**config.mk**
```make
export PLATFORM = sky130hd
export DESIGN_NAME = temporizador_flat
export DESIGN_NICKNAME = d
export VERILOG_FILES = /design/src/rtl/temporizador_if.sv /design/src/rtl/temporizador.sv /design/src/flat_wrapper.sv
export SDC_FILE = /design/constraint.sdc
export NUM_CORES = 1
export LEC_CHECK = 0
export ABC_AREA = 1
export BUFFER_PORTS_ARGS = -buffer_cell sky130_fd_sc_hd__buf_2
export CAP_MARGIN = 20
export CORE_UTILIZATION = 40
export CTS_CLUSTER_SIZE = 14
export DETAILED_ROUTE_END_ITERATION = 8
export PLACE_DENSITY = 0.69
export SLEW_MARGIN = 20
export SYNTH_ARGS = -nofsm -noshare
export SYNTH_HDL_FRONTEND = slang
export SYNTH_SLANG_ARGS = --single-unit
```
**constraint.sdc**
```tcl
create_clock -name clk -period 1.19 [get_ports clk]
set_input_delay 0.238 -clock clk [delete_from_list [all_inputs] [get_ports clk]]
set_output_delay 0.238 -clock clk [all_outputs]
set_load 0.02 [all_outputs]
```
**src/rtl/temporizador_if.sv**
```systemverilog
`default_nettype none
// ============================================================================
// Module      : temporizador_if
// Description : Command, keypad and count/status bundle of the magnetron timer.
// Revision    : 1.0 - initial release
// ============================================================================
interface temporizador_if;
    logic       s;
    logic       r;
    logic       carga;
    logic [3:0] dado_min;
    logic [3:0] dado_dez;
    logic [3:0] dado_uni;
    logic [3:0] min;
    logic [3:0] dez;
    logic [3:0] uni;
    logic       zero;
    logic       magnetron;

    modport master (
        output s, r, carga, dado_min, dado_dez, dado_uni,
        input  min, dez, uni, zero, magnetron
    );

    modport slave (
        input  s, r, carga, dado_min, dado_dez, dado_uni,
        output min, dez, uni, zero, magnetron
    );
endinterface
`default_nettype wire

```
**src/rtl/temporizador.sv**
```systemverilog
`default_nettype none
// ============================================================================
// Module      : temporizador
// Description : BCD mm:ss countdown timer holding the magnetron-on state.
// Revision    : 1.0 - initial release
// ============================================================================
module temporizador #(
    parameter int TICKS_PER_SEC = 100,
    parameter int PRESC_W       = 8
) (
    input  wire            clk,
    input  wire            clr,
    temporizador_if.slave  bus
);

    typedef enum logic [0:0] {
        ST_OFF = 1'b0,
        ST_ON  = 1'b1
    } state_t;

    localparam logic [PRESC_W-1:0] c_PRESC_LAST = PRESC_W'(TICKS_PER_SEC - 1);

    state_t             state_q, state_d;
    logic [PRESC_W-1:0] presc_q, presc_d;
    logic [3:0]         min_q, min_d;
    logic [3:0]         dez_q, dez_d;
    logic [3:0]         uni_q, uni_d;

    logic w_on;
    logic w_zero;
    logic w_load;
    logic w_tick;
    logic w_expire;

    assign w_on     = (state_q == ST_ON);
    assign w_zero   = (min_q == 4'd0) && (dez_q == 4'd0) && (uni_q == 4'd0);
    assign w_load   = bus.carga && !w_on;
    assign w_tick   = w_on && (presc_q == c_PRESC_LAST);
    assign w_expire = w_tick && (min_q == 4'd0) && (dez_q == 4'd0) && (uni_q == 4'd1);

    always_ff @(posedge clk) begin
        if (clr) begin
            state_q <= ST_OFF;
            presc_q <= '0;
            min_q   <= 4'd0;
            dez_q   <= 4'd0;
            uni_q   <= 4'd0;
        end else begin
            state_q <= state_d;
            presc_q <= presc_d;
            min_q   <= min_d;
            dez_q   <= dez_d;
            uni_q   <= uni_d;
        end
    end

    // Prescaler only advances while heating, so a pause keeps the partial second.
    always_comb begin
        presc_d = presc_q;
        if (w_load) begin
            presc_d = '0;
        end else if (w_on) begin
            presc_d = w_tick ? '0 : presc_q + 1'b1;
        end
    end

    always_comb begin
        min_d = min_q;
        dez_d = dez_q;
        uni_d = uni_q;
        if (w_load) begin
            min_d = (bus.dado_min > 4'd9) ? 4'd9 : bus.dado_min;
            dez_d = (bus.dado_dez > 4'd5) ? 4'd5 : bus.dado_dez;
            uni_d = (bus.dado_uni > 4'd9) ? 4'd9 : bus.dado_uni;
        end else if (w_tick) begin
            if (uni_q != 4'd0) begin
                uni_d = uni_q - 4'd1;
            end else begin
                uni_d = 4'd9;
                if (dez_q != 4'd0) begin
                    dez_d = dez_q - 4'd1;
                end else begin
                    dez_d = 4'd5;
                    min_d = min_q - 4'd1;
                end
            end
        end
    end

    // Expiry overrides a held start so the tube never runs at 0:00.
    always_comb begin
        state_d = state_q;
        if (bus.r) begin
            state_d = ST_OFF;
        end else if (w_expire) begin
            state_d = ST_OFF;
        end else if (w_load) begin
            state_d = ST_OFF;
        end else if (bus.s && !w_zero) begin
            state_d = ST_ON;
        end
    end

    assign bus.min       = min_q;
    assign bus.dez       = dez_q;
    assign bus.uni       = uni_q;
    assign bus.zero      = w_zero;
    assign bus.magnetron = w_on;

endmodule
`default_nettype wire

```
**src/flat_wrapper.sv**
```systemverilog
// flat-port wrapper written by rule: the top's interface ports become plain ports
module temporizador_flat 
#(
    parameter int TICKS_PER_SEC = 100,
    parameter int PRESC_W       = 8
)
  (clk, clr, bus_s, bus_r, bus_carga, bus_dado_min, bus_dado_dez, bus_dado_uni, bus_min, bus_dez, bus_uni, bus_zero, bus_magnetron);
  temporizador_if bus_i ();
  input  wire clk;
  input  wire clr;
  input wire logic [$bits(bus_i.s)-1:0] bus_s;
  input wire logic [$bits(bus_i.r)-1:0] bus_r;
  input wire logic [$bits(bus_i.carga)-1:0] bus_carga;
  input wire logic [$bits(bus_i.dado_min)-1:0] bus_dado_min;
  input wire logic [$bits(bus_i.dado_dez)-1:0] bus_dado_dez;
  input wire logic [$bits(bus_i.dado_uni)-1:0] bus_dado_uni;
  output wire logic [$bits(bus_i.min)-1:0] bus_min;
  output wire logic [$bits(bus_i.dez)-1:0] bus_dez;
  output wire logic [$bits(bus_i.uni)-1:0] bus_uni;
  output wire logic [$bits(bus_i.zero)-1:0] bus_zero;
  output wire logic [$bits(bus_i.magnetron)-1:0] bus_magnetron;
  assign bus_i.s = bus_s;
  assign bus_i.r = bus_r;
  assign bus_i.carga = bus_carga;
  assign bus_i.dado_min = bus_dado_min;
  assign bus_i.dado_dez = bus_dado_dez;
  assign bus_i.dado_uni = bus_dado_uni;
  assign bus_min = bus_i.min;
  assign bus_dez = bus_i.dez;
  assign bus_uni = bus_i.uni;
  assign bus_zero = bus_i.zero;
  assign bus_magnetron = bus_i.magnetron;
  temporizador #(.TICKS_PER_SEC(TICKS_PER_SEC), .PRESC_W(PRESC_W)) u_core (.clk(clk), .clr(clr), .bus(bus_i));
endmodule
```
==> results of run 1 <==
## worst max path at each step
stage / endpoint / start / cells past startpoint
4_1_cts: bus_zero / u_core.bus.min[0] / 5
3_5_place_dp: bus_zero / u_core.bus.min[0] / 5
6_report: bus_zero / u_core.bus.min[0] / 5
3_3_place_gp: u_core.bus.magnetron / u_core.bus.min[0] / 7
2_1_floorplan: u_core.bus.min[1] / u_core.bus.magnetron / 9
5_1_grt: bus_zero / u_core.bus.min[0] / 5
## routing by layer
metal / wire length (um) / part of all wire [%] / up-vias / track usage, %
met5: 0 / 0 / - / 0
met4: 71 / 1.5 / 0 / 7.62
met3: 247 / 5.2 / 8 / 2.73
met2: 2410 / 50 / 67 / 39.3
met1: 2050 / 43 / 782 / 28.2
li1: - / - / 807 / -
## cell type report
cell class | count | area share (%)
timing repair buffer | 74 | 26.3
clock buffer | 4 | 1.11
sequential | 21 | 19.1
inverter | 28 | 4.87
multi-input combinational | 154 | 46.3
tap | 46 | 2.44
## flip-flops by register name, summed over array words and instances, names as in the netlist
name	cells
u_core.presc_q	8
u_core.bus.min	4
u_core.bus.dez	4
u_core.bus.uni	4
u_core.bus.magnetron	1
## per-stage QoR
step	hold slack [ns]	util (%)	setup slack, ns	TNS, ns	cell area (um2)
2_1_floorplan	0.300	-	-0.0289	-0.0895	1460
3_3_place_gp	0.464	54.4	-0.0281	-0.0547	1830
3_5_place_dp	0.472	54.4	-0.0674	-0.439	1830
4_1_cts	0.152	61.9	-0.266	-0.761	2080
5_1_grt	0.134	70.3	-0.344	-3.25	2360
6_report	0.141	70.3	-0.305	-2.28	2360
## layout by cell type, fill, tap and decap left out, types with 5 or more instances in the layout
cell type | netlist | layout
nand2_1 | 42 | 34
nor2_4 | 5 | 10
buf_4 | 0 | 33
inv_2 | 3 | 8
a21oi_1 | 9 | 8
inv_1 | 23 | 17
nand2_4 | 2 | 9
dfxtp_1 | 21 | 5
nor2_1 | 30 | 23
buf_2 | 0 | 17
nand3_2 | 0 | 7
nand3_1 | 26 | 17
buf_6 | 3 | 22
dfxtp_2 | 0 | 12
nand2_2 | 5 | 8
## power groups by stage
stage | combinational (mW) | clock, mW | sequential (mW)
6_report | 1.06 | 0.374 | 0.794
5_1_grt | 1.13 | 0.409 | 0.797
4_1_cts | 0.846 | 0.373 | 0.788
3_5_place_dp | 0.685 | 0 | 0.800
3_3_place_gp | 0.677 | 0 | 0.798
2_1_floorplan | 0.386 | 0 | 0.855
## critical path, delay by kind of cell, from the launching register on
kind	cells	cell delay, ns
flops	1	0.35
buf+inv	2	0.22
simple gates	2	0.21
fa+ha+maj	1	0.15
## timing repair
action / CTS / global route
setup endpoints to repair: 19 / 32
hold endpoints to repair: 0 / 0
gates resized for setup: 44 / 52
pin swaps: 12 / 25
buffers inserted: 8 / 10
cloned: 2 / 2
## logic make-up (layout without fill, tap and decap cells)
group | count (synthesis) | in the layout
AND/OR/NAND/NOR | 122 | 126
buffers and inverters | 32 | 106
flip-flops | 21 | 21
AO/OA/AOI/OAI | 20 | 20
XOR/XNOR | 5 | 5
adder cells (fa/ha/maj) | 3 | 3
==> run_results.csv, run 1 <==
group,metric,value,unit
status,outcome,"complete, but fails checks",
status,violations,"setup timing",
yosys,ys_ff_latch,21,
timing,slew_headroom,78.1,%
drt,viasPerCell,5.09,
floorplan,die_h,61.4,um
yosys,yosysTopAreaCell,"dfxtp_1",
setup_path,critPathMaxFanout,2,
pwr,pwr-share-clk,16.8,%
pwr,p_sw,0.849,mW
cells_and_area,drive_above_1_share,56.6,%
timing,fin_worst_skew,0.0179,ns
yosys,synthXorXnorAreaFrac,3.10,%
min_path,hp-start,"bus_s",
yosys,netlist_area,1410,um2
yosys,postSynth.asyncResetShare,0,%
setup_path,cp_cell_sequence,"inv_2, ha_4, nand3_4, nor3_4, buf_6",
yosys,synth_top_cell_area_share,29.8,%
setup_path,cp.required,0.95,ns
yosys,syn_inst,203,
timing,fmax,0.669,GHz
setup_path,cp-end-kind,"primary output",
clocking,cts.path.max_buffers,2,
cells_and_area,nets,302,
pwr,power,2.23,mW
min_path,hold_path_class,"in2reg",
cells_and_area,fillers,266,
floorplan,start_util,42.0,%
yosys,ys.warnings.count,0,
cells_and_area,multi_input_area,1090,um2
cells_and_area,antenna_cells,0,
clocking,postCtsHoldBufs,0,
timing,setup_slack,-0.305,ns
timing,finalSetupViolCount,20,
yosys,ys_top_cells_by_area,"dfxtp_1 30%, nand2_1 11%, nand3_1 9.2%",
clocking,cts_buffers,3,
setup_path,reg2regPathDepth,7,
global_routing,grt_start_max_net_pins,18,
yosys,synth_ff_type,"dfxtp_1",
pwr,powerDensity,942,nW/um2
drt,final_antenna_net_count,0,
timing,finalHoldViolCount,0,
yosys,synth-compound-area-share,9.22,%
cells_and_area,syn_to_final_growth,67.5,%
placement,place_congestion,0.817,
drt,drc_errors,0,
yosys,synth_adder_area_share,2.66,%
placement,hpwl,2.59,mm
drt,wl,4.78,mm
min_path,worstHoldPathCells,3,
yosys,synth-seq-area-share,29.8,%
yosys,yosysMostFrequentCell,"nand2_1",
yosys,syn_avg_cell_area,6.95,um2
clocking,clk_pin_slew,0.14,ns
cells_and_area,finalNonFillerCells,327,
setup_path,cpPeakStageDelay,0.35,ns
drt,vias,1664,
yosys,synthTopCellsByCount,"42 x nand2_1, 30 x nor2_1, 26 x nand3_1",
yosys,synth_top_family_by_area,"simple AND/OR/NAND/NOR gates",
timing,finalMaxSlewViolations,0,
floorplan,core,3360,um2
pwr,combPwrFrac,47.6,%
clocking,cts_root_buffer,"clkbuf_4",
placement,place_inst,303,
clocking,clock_sinks,21,
setup_path,crit_type,"reg2out",
cells_and_area,seqCellArea,450,um2
clocking,cts_tree,"yes",
yosys,synth-edff-count,0,
setup_path,cp_slowest_cell,"dfxtp_2",
pwr,leakagePower,1.07,nW
yosys,synthSimpleGateAreaFrac,43.6,%
yosys,synth.distinct_cells,30,
pwr,seqPwrFrac,35.6,%
floorplan,dieArea,3770,um2
global_routing,grt-ovfl-total,0,
timing,rsz0062_at_grt,"yes",
pwr,intPower,1.38,mW
min_path,hold_end,"u_core.bus.magnetron",
drt,firstDrtPassIters,4,
drt,wl_per_cell,14.6,um
flow_run,cap_viol_max_count,0,
placement,portBuffers,30,
global_routing,grt_antenna_before_repair,0,
setup_path,arrival,1.26,ns
timing,finalCriticalPeriod,1.50,ns
clocking,clock_latency,0.32,ns
clocking,cts_max_level,1,
timing,worst_slew_pin_slew,0.327,ns
floorplan,ios,31,
setup_path,timing.rr.end,"u_core.bus.min[2]",
pwr,swShare,38.1,%
yosys,syn_nets,223,
global_routing,grt_pass1_wl,6.24,mm
timing,fin_crit_sh,126,%
yosys,muxShareOfSynthArea,0,%
setup_path,start_kind,"register",
drt,initialDrtViolationCount,99,
setup_path,reg2reg_slack,-0.21,ns
setup_path,r2r_start,"u_core.bus.dez[0]",
floorplan,dieWidth,61.4,um
global_routing,grt_pass1_vias,1442,
floorplan,rows,21,
pwr,max-vdd-ir-drop,605,uV
global_routing,grt.total_usage,22.3,%
No activity file was read; power rests on OpenSTA's default activity.
==> inputs of run 2 (changes only) <==
--- a/config.mk
+++ b/config.mk
@@ -7,11 +7,10 @@
 export LEC_CHECK = 0
 export ABC_AREA = 1
 export BUFFER_PORTS_ARGS = -buffer_cell sky130_fd_sc_hd__buf_2
-export CAP_MARGIN = 20
-export CORE_UTILIZATION = 40
+export CORE_UTILIZATION = 48
 export CTS_CLUSTER_SIZE = 14
 export DETAILED_ROUTE_END_ITERATION = 8
-export PLACE_DENSITY = 0.69
+export PLACE_DENSITY = 0.8
 export SLEW_MARGIN = 20
 export SYNTH_ARGS = -nofsm -noshare
 export SYNTH_HDL_FRONTEND = slang
==> run 2 against run 1 <==
Effect of this change: the flow still finishes with violations (setup timing); combinational power up 8%; sequential share of layout area up 0.13 points; sequential cell count unchanged; critical path depth up 4; clock skew down 0.017 ns; hold slack better by 0.018 ns; wire length up 18%; critical path type is now reg2reg; highest routed layer unchanged.
==> run_results.csv, run 2 (same netlist as run 1, synthesis figures left out) <==
group,metric,value,unit
status,outcome,"complete, but fails checks",
status,violations,"setup timing",
drt,initialDrtViolationCount,125,
pwr,swShare,40.2,%
drt,drc_errors,0,
timing,fmax,0.642,GHz
floorplan,start_util,50.7,%
timing,rsz0062_at_grt,"yes",
drt,vias,1820,
setup_path,cpPeakStageDelay,0.38,ns
pwr,combPwrFrac,48.6,%
global_routing,grt_antenna_before_repair,0,
timing,fin_worst_skew,0.000842,ns
cells_and_area,largest_reg_flops,8,
timing,slew_headroom,77.9,%
global_routing,busiest_layer,"met2",
clocking,cts_root_buffer,"clkbuf_4",
clocking,clock_latency,0.33,ns
setup_path,crit_family,"buffers and inverters",
pwr,max-vdd-ir-drop,890,uV
cells_and_area,final_cell_area,2350,um2
min_path,hold_path_class,"in2reg",
pwr,power,2.34,mW
floorplan,ios,31,
clocking,clock_sinks,21,
setup_path,cp.required,1.42,ns
timing,finalSetupViolCount,25,
cells_and_area,drive_above_1_share,57.5,%
pwr,powerDensity,996,nW/um2
clocking,cts_max_level,1,
setup_path,arrival,1.79,ns
cells_and_area,syn_to_final_growth,66.3,%
setup_path,cp_slowest_cell,"dfxtp_2",
timing,fin_tns_setup,-2.94,ns
global_routing,grt_start_max_net_pins,19,
global_routing,grt_use_met2,46.4,%
flow_run,cap_viol_max_count,0,
timing,finalHoldViolCount,0,
cells_and_area,layout_common_cells,"32 x nand2_1, 31 x buf_4, 24 x nor2_1, 24 x buf_6, 18 x buf_2",
global_routing,grt_util_met3,6.28,%
drt,wl_per_cell,18.2,um
pwr,seqPwrFrac,34.2,%
pwr,leakagePower,1.07,nW
cells_and_area,multi_input_area,1100,um2
placement,dpl_cell_area,1770,um2
global_routing,globalRouteMet1Util,35.9,%
cells_and_area,fillers,154,
pwr,pwr-share-clk,17.2,%
global_routing,grt.total_usage,28.9,%
placement,dp_slack,-0.0543,ns
floorplan,dieArea,3160,um2
cells_and_area,final_common_cell,"nand2_1",
clocking,cts_buffers,3,
setup_path,start_kind,"register",
drt,firstDrtPassIters,5,
floorplan,rows,19,
floorplan,dieWidth,56.2,um
clocking,cts_tree,"yes",
clocking,clk_pin_slew,0.14,ns
placement,place_congestion,0.779,
placement,portBuffers,30,
setup_path,cp.buffers_inverters,5,
cells_and_area,nets,301,
global_routing,grt_pass1_vias,1555,
setup_path,crit_type,"reg2reg",
drt,final_antenna_net_count,0,
drt,viasPerCell,5.85,
timing,worst_slew_pin_slew,0.331,ns
timing,fin_crit_sh,131,%
global_routing,grt-ovfl-total,0,
global_routing,grt_pass1_wl,7.04,mm
floorplan,core,2780,um2
setup_path,cp-end-kind,"register",
pwr,intPower,1.40,mW
setup_path,cpMostUsedCell,"buf_4",
floorplan,die_h,56.2,um
timing,finalMaxSlewViolations,0,
setup_path,cp_cell_sequence,"nor2_4, buf_4, buf_4, buf_4, buf_4, buf_4, nand3_2, a21oi_2, nor2_1",
pwr,p_sw,0.941,mW
cells_and_area,regMostFlops,"u_core.presc_q",
placement,hpwl,2.38,mm
clocking,postCtsHoldBufs,0,
setup_path,critPathMaxFanout,2,
timing,setup_slack,-0.367,ns
cells_and_area,seqCellArea,450,um2
drt,wl,5.67,mm
timing,finalCriticalPeriod,1.56,ns
clocking,cts.path.max_buffers,2,
cells_and_area,antenna_cells,0,
==> run 2: cell types whose count changed in the layout (fill, tap and decap cells not counted), moves of 2 or more <==
| cell | change |
|---|---|
| nand2_4 | -5 |
| a21oi_2 | +2 |
| a21oi_1 | -2 |
| buf_4 | -2 |
| buf_6 | +2 |
| nand2_2 | +3 |
| nand2_8 | +3 |
| inv_4 | +2 |
| nand2_1 | -2 |
==> run 2: per-stage QoR <==
step | hold WS, ns | util, % | std cells
3_3_place_gp | 0.455 | 63.5 | 284
4_1_cts | 0.136 | 76.0 | 302
5_1_grt | 0.154 | 84.4 | 311
2_1_floorplan | 0.300 | - | 203
3_5_place_dp | 0.469 | 63.5 | 284
6_report | 0.159 | 84.4 | 311
==> run 2: area by class of cell <==
type                            count  share of cell area [%]
Multi-Input combinational cell    153                    47.0
Timing Repair Buffer               74                    26.1
Sequential cell                    21                    19.2
Inverter                           28                    4.90
Tap cell                           31                    1.65
Clock buffer                        3                   0.959
Clock inverter                      1                   0.213
==> run 2: timing repair <==
item / in CTS / in global routing
buffers inserted: 12 / 12
cloned: 3 / 0
resized for setup: 53 / 48
endpoints found under the setup margin: 23 / 30
pin swaps: 26 / 26
==> run 2: path summary, 6_finish.rpt <==
path	from	end	slack (ns)	cells past startpoint
setup / recovery	u_core.bus.uni[3]	u_core.bus.magnetron	-0.37	9
hold / removal	clr	u_core.bus.dez[0]	0.16	2
setup reg to reg	u_core.bus.uni[3]	u_core.bus.magnetron	-0.37	9
hold reg to reg	u_core.bus.dez[3]	u_core.bus.dez[3]	0.50	2
==> run 2: routing by layer <==
metal  up-vias  routed length [um]  share of wire [%]
met5         -                   0                  0
met4         0                 388                6.8
met3        42                 470                8.3
met2       133                2690                 48
met1       837                2110                 37
li1        808                   -                  -
==> run 2: power groups by stage <==
| stage | clock, mW | combinational (mW) | sequential (mW) |
|---|---|---|---|
| 2_1_floorplan | 0 | 0.386 | 0.855 |
| 3_3_place_gp | 0 | 0.656 | 0.796 |
| 3_5_place_dp | 0 | 0.667 | 0.797 |
| 4_1_cts | 0.366 | 0.891 | 0.789 |
| 5_1_grt | 0.428 | 1.19 | 0.804 |
| 6_report | 0.403 | 1.14 | 0.800 |
==> inputs of run 3 (changes only) <==
--- a/config.mk
+++ b/config.mk
@@ -6,11 +6,12 @@
 export NUM_CORES = 1
 export LEC_CHECK = 0
 export ABC_AREA = 1
-export BUFFER_PORTS_ARGS = -buffer_cell sky130_fd_sc_hd__buf_2
-export CORE_UTILIZATION = 48
+export CORE_MARGIN = 2
+export CORE_UTILIZATION = 55
 export CTS_CLUSTER_SIZE = 14
 export DETAILED_ROUTE_END_ITERATION = 8
-export PLACE_DENSITY = 0.8
+export DONT_BUFFER_PORTS = 1
+export PLACE_DENSITY = 0.78
 export SLEW_MARGIN = 20
 export SYNTH_ARGS = -nofsm -noshare
 export SYNTH_HDL_FRONTEND = slang
==> run 3 against run 2 <==
Effect of this change: the run still ends with setup timing left; critical path type is now reg2out; utilization grew 0.12 points; critical endpoint is now bus_zero; total power fell by 10%; sequential cell count unchanged; count of clock-buffer cells in the layout rose by 1; non-clock buffer count down 33; via count decreased by 8.9%; clock skew is 0.00050 ns higher; die area is 5.5% lower.
==> run_results.csv, run 3 (same netlist as run 1, synthesis figures left out) <==
group,metric,value,unit
timing,fin_worst_skew,0.00134,ns
setup_path,cp_slowest_cell,"nor3_4",
timing,worst_slew_pin_slew,0.359,ns
pwr,max-vdd-ir-drop,941,uV
setup_path,r2r_start,"u_core.bus.min[1]",
clocking,cts_root_buffer,"clkbuf_4",
drt,firstDrtPassIters,4,
clocking,cts.path.max_buffers,2,
setup_path,crit_path_start,"u_core.bus.uni[1]",
drt,viasPerCell,5.99,
timing,fin_tns_setup,-2.40,ns
placement,dpl_cell_area,1630,um2
status,violations,"setup timing",
clocking,clock_sinks,21,
setup_path,cp.required,0.95,ns
pwr,leakagePower,0.907,nW
placement,dp_slack,-0.111,ns
global_routing,grt.total_usage,30.6,%
setup_path,crit_type,"reg2out",
floorplan,dieArea,2990,um2
global_routing,grt-ovfl-total,0,
cells_and_area,fillers,132,
global_routing,grt_pass1_wl,6.42,mm
cells_and_area,regMostFlops,"u_core.presc_q",
setup_path,cpPeakStageDelay,0.37,ns
setup_path,critPathMaxFanout,3,
floorplan,rows,18,
setup_path,cp.buffers_inverters,0,
placement,portBuffers,0,
cells_and_area,antenna_cells,0,
timing,fmax,0.646,GHz
setup_path,arrival,1.31,ns
timing,hold-worst-slack,0.0840,ns
timing,rsz0062_at_grt,"yes",
global_routing,grt_pass1_vias,1490,
cells_and_area,syn_to_final_growth,47.0,%
setup_path,start_kind,"register",
clocking,clock_latency,0.31,ns
clocking,cts_max_level,1,
placement,place_inst,255,
placement,hpwl,2.53,mm
min_path,hp-start,"clr",
status,outcome,"complete, but fails checks",
setup_path,cp-end-kind,"primary output",
flow_run,cap_viol_max_count,0,
clocking,clk_pin_slew,0.12,ns
cells_and_area,nets,268,
cells_and_area,largest_reg_flops,8,
setup_path,cp_cell_sequence,"nor2_4, nand2_4, nor3_4",
drt,initialDrtViolationCount,65,
timing,finalMaxSlewViolations,0,
drt,wl_per_cell,18.9,um
pwr,powerDensity,1010,nW/um2
clocking,cts_tree,"yes",
drt,vias,1658,
floorplan,start_util,57.5,%
floorplan,core,2450,um2
drt,final_antenna_net_count,0,
setup_path,crit_family,"simple AND/OR/NAND/NOR gates",
placement,place_congestion,0.841,
cells_and_area,final_cell_area,2070,um2
clocking,cts_buffers,3,
timing,setup_slack,-0.357,ns
global_routing,grt_start_max_net_pins,13,
drt,wl,5.24,mm
timing,fin_crit_sh,130,%
cells_and_area,drive_above_1_share,48.2,%
cells_and_area,utilization,84.5,%
floorplan,die_h,54.7,um
timing,finalSetupViolCount,19,
timing,finalCriticalPeriod,1.55,ns
drt,drc_errors,0,
cells_and_area,finalNonFillerCells,277,
cells_and_area,layout_common_cells,"33 x nand2_1, 33 x buf_4, 23 x nor2_1",
timing,finalHoldViolCount,0,
floorplan,dieWidth,54.7,um
min_path,hold_path_class,"in2reg",
global_routing,grt_antenna_before_repair,0,
floorplan,ios,31,
pwr,power,2.10,mW
timing,slew_headroom,76.0,%
==> run 3: cell count changes in the layout (fill, tap and decap cells not counted), moves of 2 or more <==
cell / before / now
nand3_1: 17 / 19
dfxtp_4: 4 / 1
buf_6: 24 / 5
dfxtp_2: 12 / 10
buf_2: 18 / 0
nand2_2: 11 / 9
nand3_2: 7 / 4
buf_4: 31 / 33
nand2_4: 4 / 6
dfxtp_1: 5 / 10
==> run 3: worst min-delay path, delay by kind of cell <==
family	cells	cell delay, ns
AND/OR/NAND/NOR	2	0.06
buffers and inverters	1	0.07
==> run 3: timing repair <==
action	CTS	global route
hold buffers	1	0
buffers inserted	12	3
pin swaps	16	14
resized for setup	28	32
endpoints found under the setup margin	17	21
endpoints found under the hold margin	2	0
cloned	2	1
==> run 3: metal layers <==
| metal | up-vias | share of wire, % | wire [um] | track usage (%) |
|---|---|---|---|---|
| met3 | 30 | 8.3 | 433 | 4.37 |
| met1 | 773 | 36 | 1900 | 33.9 |
| li1 | 740 | - | - | - |
| met5 | - | 0 | 0 | 0 |
| met4 | 0 | 4.7 | 246 | 11.7 |
| met2 | 115 | 51 | 2660 | 57.7 |
==> run 3: final cells by class <==
| type | count | area [um2] | area share, % |
|---|---|---|---|
| Sequential cell | 21 | 437 | 21.0 |
| Multi-Input combinational cell | 153 | 1100 | 53.3 |
| Timing Repair Buffer | 41 | 354 | 17.1 |
| Clock buffer | 4 | 26.3 | 1.27 |
| Tap cell | 30 | 37.5 | 1.81 |
| Inverter | 28 | 115 | 5.55 |
==> run 3: worst paths after layout <==
path	cells past startpoint	end	slack (ns)
hold reg to reg	2	u_core.presc_q[3]	0.59
setup reg to reg	10	u_core.bus.min[2]	-0.21
hold / removal	3	u_core.presc_q[2]	0.08
setup / recovery	3	bus_zero	-0.36
==> run 3: power by group <==
part | switching, mW | internal (mW)
Combinational | 0.558 | 0.378
Sequential | 0.0463 | 0.749
Clock | 0.234 | 0.131
